<file path="src/rtl/busca_pkg.sv">
// busca_pkg: shared types and default widths for the instruction-fetch stage
package busca_pkg;
   localparam int BITS    = 16;
   localparam int TAMANHO = 8;
   typedef enum logic [1:0] {INICIO, BUSCANDO, REDIRECIONANDO} estado_busca_t;
   typedef struct packed {
      logic [BITS-1:0]    instr;
      logic [TAMANHO-1:0] pc;
   } entrada_busca_t;
endpackage

</file>
<file path="src/rtl/fila_busca.sv">
// fila_busca: circular FIFO of fetched {instr, pc} entries with flush
module fila_busca
   import busca_pkg::*;
#(
   parameter int profundidade = 2
) (
   input  logic                                clock,
   input  logic                                reset_n,
   input  logic                                push,
   input  logic                                pop,
   input  logic                                flush,
   input  entrada_busca_t                      din,
   output entrada_busca_t                      dout,
   output logic [$clog2(profundidade+1)-1:0]   count,
   output logic                                full,
   output logic                                empty
);
   localparam int CW = $clog2(profundidade+1);
   localparam int PW = (profundidade > 1) ? $clog2(profundidade) : 1;
   entrada_busca_t mem_q [profundidade];
   entrada_busca_t mem_d [profundidade];
   logic [PW-1:0] head_q, head_d, tail_q, tail_d;
   logic [CW-1:0] count_q, count_d;
   function automatic logic [PW-1:0] avanca(input logic [PW-1:0] p);
      return (p == PW'(profundidade-1)) ? '0 : p + 1'b1;
   endfunction
   always_comb begin
      mem_d = mem_q;
      if (push && !flush) mem_d[tail_q] = din;
      head_d  = flush ? '0 : pop  ? avanca(head_q) : head_q;
      tail_d  = flush ? '0 : push ? avanca(tail_q) : tail_q;
      count_d = flush ? '0 : (push && !pop) ? count_q + 1'b1 : (pop && !push) ? count_q - 1'b1 : count_q;
   end
   always_ff @(posedge clock or negedge reset_n) begin
      if (!reset_n) begin
         mem_q   <= '{default: '0};
         head_q  <= '0;
         tail_q  <= '0;
         count_q <= '0;
      end else begin
         mem_q   <= mem_d;
         head_q  <= head_d;
         tail_q  <= tail_d;
         count_q <= count_d;
      end
   end
   assign dout  = mem_q[head_q];
   assign count = count_q;
   assign full  = count_q == CW'(profundidade);
   assign empty = count_q == '0;
endmodule

</file>
<file path="src/rtl/unidade_busca.sv">
// unidade_busca: PC, fetch FSM and handshake logic feeding decode from memoria
module unidade_busca
   import busca_pkg::*;
#(
   parameter int bits         = BITS,
   parameter int tamanho      = TAMANHO,
   parameter int profundidade = 2,
   parameter int end_reset    = 0
) (
   input  logic            clock,
   input  logic            reset_n,
   output logic [bits-1:0] mem_endereco,
   input  logic [bits-1:0] mem_dado,
   input  logic            mem_livre,
   input  logic            desvio,
   input  logic [bits-1:0] alvo,
   output logic [bits-1:0] instr,
   output logic [bits-1:0] pc_instr,
   output logic            instr_valida,
   input  logic            instr_pronta
);
   localparam int CW = $clog2(profundidade+1);
   estado_busca_t  state_q, state_d;
   logic [tamanho-1:0] pc_q, pc_d;
   entrada_busca_t entrada, cabeca;
   logic push, pop, full, empty;
   logic [CW-1:0] count;
   always_comb begin
      pop           = !empty && instr_pronta;
      push          = (state_q == BUSCANDO) && mem_livre && !desvio && (!full || pop);
      state_d       = desvio ? REDIRECIONANDO : BUSCANDO;
      pc_d          = desvio ? tamanho'(alvo) : push ? pc_q + 1'b1 : pc_q;
      entrada.instr = BITS'(mem_dado);
      entrada.pc    = TAMANHO'(pc_q);
   end
   always_ff @(posedge clock or negedge reset_n) begin
      if (!reset_n) begin
         state_q <= INICIO;
         pc_q    <= tamanho'(end_reset);
      end else begin
         state_q <= state_d;
         pc_q    <= pc_d;
      end
   end
   fila_busca #(.profundidade(profundidade)) u_fila (
      .clock   (clock),
      .reset_n (reset_n),
      .push    (push),
      .pop     (pop),
      .flush   (desvio),
      .din     (entrada),
      .dout    (cabeca),
      .count   (count),
      .full    (full),
      .empty   (empty)
   );
   assert property (@(posedge clock) disable iff (!reset_n) count <= CW'(profundidade));
   assign mem_endereco = bits'(pc_q);
   assign instr        = bits'(cabeca.instr);
   assign pc_instr     = bits'(cabeca.pc);
   assign instr_valida = !empty;
endmodule

</file>
<file path="config.mk">
export PLATFORM = sky130hd
export DESIGN_NAME = unidade_busca
export DESIGN_NICKNAME = d
export VERILOG_FILES = /design/src/rtl/busca_pkg.sv /design/src/rtl/fila_busca.sv /design/src/rtl/unidade_busca.sv
export SDC_FILE = /design/constraint.sdc
export NUM_CORES = 1
export LEC_CHECK = 0
export CORE_MARGIN = 2
export CORE_UTILIZATION = 35
export CTS_CLUSTER_SIZE = 14
export DETAILED_ROUTE_END_ITERATION = 16
export REMOVE_ABC_BUFFERS = 1
export SETUP_SLACK_MARGIN = 0.05
export SKIP_LAST_GASP = 1
export SLEW_MARGIN = 30
export SYNTH_ARGS = -nofsm -noshare
export SYNTH_HDL_FRONTEND = slang
export SYNTH_SLANG_ARGS = --single-unit
</file>
<file path="constraint.sdc">
create_clock -name clock -period 1.5 [get_ports clock]
set_input_delay 0.15 -clock clock [delete_from_list [all_inputs] [get_ports clock]]
set_output_delay 0.15 -clock clock [all_outputs]
set_load 0.02 [all_outputs]
</file>
==> metrics.md <==
| Metric | Value |
|---|---|
| Max Fclk | `616 MHz` |
| Reg2Reg Capture Point | `u_fila.mem_q[32]` |
| First-pass GRT wire length | `10900 um` |
| CP Data Required Time | `1350 ps` |
| DRC viols | `0` |
| Drt pass-1 iters | `4` |
| Clk pin slew, worst setup/hold paths | `70 ps` |
| Failing checks | `negative setup slack` |
| # port buffers | `61` |
| Syn Inst Count | `217` |
| Design Power | `5.00 mW` |
| Wire per inst | `16.2 um` |
| Site row count | `33` |
| Status | `finished with violations` |
| GR peak layer | `met2` |
| Final Hold Slack | `328 ps` |
| Total grt overflow | `0` |
| Commonest non-fill, non-tap cell in the layout | `dfrtp_1` |
| I/O pin cnt | `86` |
| Critical path endpoint category | `output pin` |
| Routability congestion estimate | `between 0.7 and 0.8` |
| Max-Cap Viols | `0` |
| Leak | `just over 2 nW` |
| Final Non-Filler Cells | `427` |
| # diodes | `0` |
| H-Tree Depth | `3` |
| Syn Area/Cell | `13.9 um2` |
| Placed cell count | `just under 400` |
| Remaining antenna violation count | `0` |
| Initial drt markers | `66` |
| Final Hold Fails | `0` |
| Area grow syn2layout | `45.2%` |
| Commonest cells after routing, fill and taps aside | `dfrtp_1 (57), mux2_4 (44), buf_6 (36)` |
| Die height | `96.9 um` |
| Pwr dens | `1140 nW/um2` |
| DP Area | `3740 um2` |
| Dominant synthesized flop cell | `dfrtp_1` |
| Vias in the first global route | `just over 2000` |
| CTS sink cnt | `62` |
| Worst-path fanout max | `8` |
| VDD IR-drop max | `0.736 mV` |
| Sequential cell area fraction in the yosys report | `between 50% and 60%` |
| Min-Delay Path Class | `input port to asynchronous set/reset pin` |
| Arrival @ worst endpoint | `~1500 ps` |
| Routed vias/inst | `4.79` |
| Crit Reg-Reg Startpoint | `u_fila.count[0]` |
| Vias | `between 2000 and 2500` |
| Setup TNS | `-5820 ps` |
| Area share of the largest cell type after synthesis | `about 50%` |
| Dpl hpwl | `a little under 4000 um` |
| Minimum clock period | `approximately 1600 ps` |
| Clk Latency, worst-skew pair | `340 ps` |
| TritonCTS clock tree | `yes` |
| WL final | `6940 um` |
| FF-to-FF path depth | `5` |
| Synth Cell Area | `3020 um2` |
| Post-route clock period utilization | `108%` |
| Setup ws final | `-124 ps` |
| Core ar. | `8300 um2` |
| Met3 usage | `4.41%` |
| Total GRT Usage | `between 10 and 15%` |
| Setup Skew | `7.12 ps` |
| Cell taking the most area after synthesis | `dfrtp_1` |
| Layout cells sized above 1 | `52.5%` |
| Post-synthesis register bit count | `62` |
| Finished Cell Area | `4390 um2` |
| Initial Util | `36.4%` |
| Critical path type | `flop to output pin` |
| CP startpoint kind | `flop` |
| RSZ-0062 raised after global routing | `yes` |
| Syn. warnings | `0` |
| M1 GR Usage | `19.9%` |
| CTS max path bufs | `2` |
| Nets | `356` |
| Antenna violations before repair | `0` |
| R2R setup slack | `-110 ps` |
| Clk Tree Root Cell | `clkbuf_8` |
| Met2 usage | `23.1%` |
| Die width | `96.9 um` |
| Die ar. | `9390 um2` |
| Largest net degree at the start of global routing | `63` |
| EDFF count, synth | `0` |
| Setup violations, final | `76` |
| Final Slew Violations | `0` |
| Synth unique cells | `34` |
| Top post-synthesis cells by area | `dfrtp_1 (51%), mux2_2 (18%), mux2_4 (12%)` |
| Num CTS Buffers | `9` |
| Async S/R FF share, synth | `100%` |
[worst max path at each step]
| stage | from | end | cells past startpoint |
|---|---|---|---|
| after global placement | mem_livre | u_fila.mem_q[36] | 5 |
| after CTS | u_fila.head_q | instr[0] | 4 |
| after global routing | u_fila.head_q | pc_instr[3] | 4 |
| final | u_fila.head_q | pc_instr[4] | 4 |
| after detailed placement | mem_livre | u_fila.mem_q[32] | 5 |
| after floorplan | state_q[1] | u_fila.mem_q[32] | 4 |
[sequential cells by signal, summed over array words and instances, names as in the netlist]
name,cells
u_fila.head_q,1
u_fila.mem_q,48
state_q,2
u_fila.count,2
u_fila.tail_q,1
pc_q,8
[area by class of cell]
type                       instances  area, um2
inverter                           3       11.3
sequential                        62       1560
multi-input combinational        144       1470
tap                              105        131
clock inverter                     4       22.5
clock buffer                      11        151
timing repair buffer              98       1040
fill                             746       3910
[where the power goes]
| group | leakage (nW) | switching, mW | internal (mW) |
|---|---|---|---|
| Clock | 0.0910 | 0.632 | 0.671 |
| Combinational | 1.15 | 0.646 | 0.942 |
| Sequential | 0.785 | 0.166 | 1.94 |
| Total | 2.02 | 1.44 | 3.55 |
[per-layer routing]
layer | up-vias | wire, um
met5 | - | 0
met4 | 0 | 134
met3 | 11 | 295
met2 | 58 | 3380
met1 | 1023 | 3130
li1 | 952 | -
[critical path, stage by stage (launching register included)]
cell,delay [ps]
dfrtp_2,430
buf_4,150
buf_12,130
mux2_2,290
buf_6,140
[cell usage after synthesis, types with 2 or more instances]
cell	instances
buf_6	3
mux2_2	47
o211ai_1	4
nor3_1	2
o21ai_0	3
inv_1	2
a21oi_1	2
buf_4	17
nor2_1	3
nor2_4	2
mux2_4	25
xor2_1	2
nand3_1	5
o311ai_0	5
dfrtp_1	62
clkbuf_1	4
nand2_1	12
[stage by stage]
step / worst slack (ps) / utilization (%)
finish: -124 / 52.9
global route: -172 / 52.9
CTS: -143 / 51.1
detailed placement: -821 / 45.0
global placement: -781 / 45.0
floorplan: -470 / -
[what timing repair did]
item	in CTS	in global routing
setup endpoints to repair	86	82
endpoints found under the hold margin	62	0
hold buffers	1	0
gates cloned	3	0
pin swaps	9	9
gates resized for setup	179	37
setup buffers	17	9
[kinds of logic after synthesis]
family / after synthesis / share of synthesized area [%]
buffers and inverters: 28 / 6.71
muxes: 73 / 30.3
xor gates and xnor gates: 2 / 0.580
other: 1 / 0.124
and+or+nand+nor: 33 / 6.38
AOI/OAI and AO/OA: 17 / 4.14
DFF: 62 / 51.4
adders and majority gates: 1 / 0.414
Power figures use the tool's default switching activity.
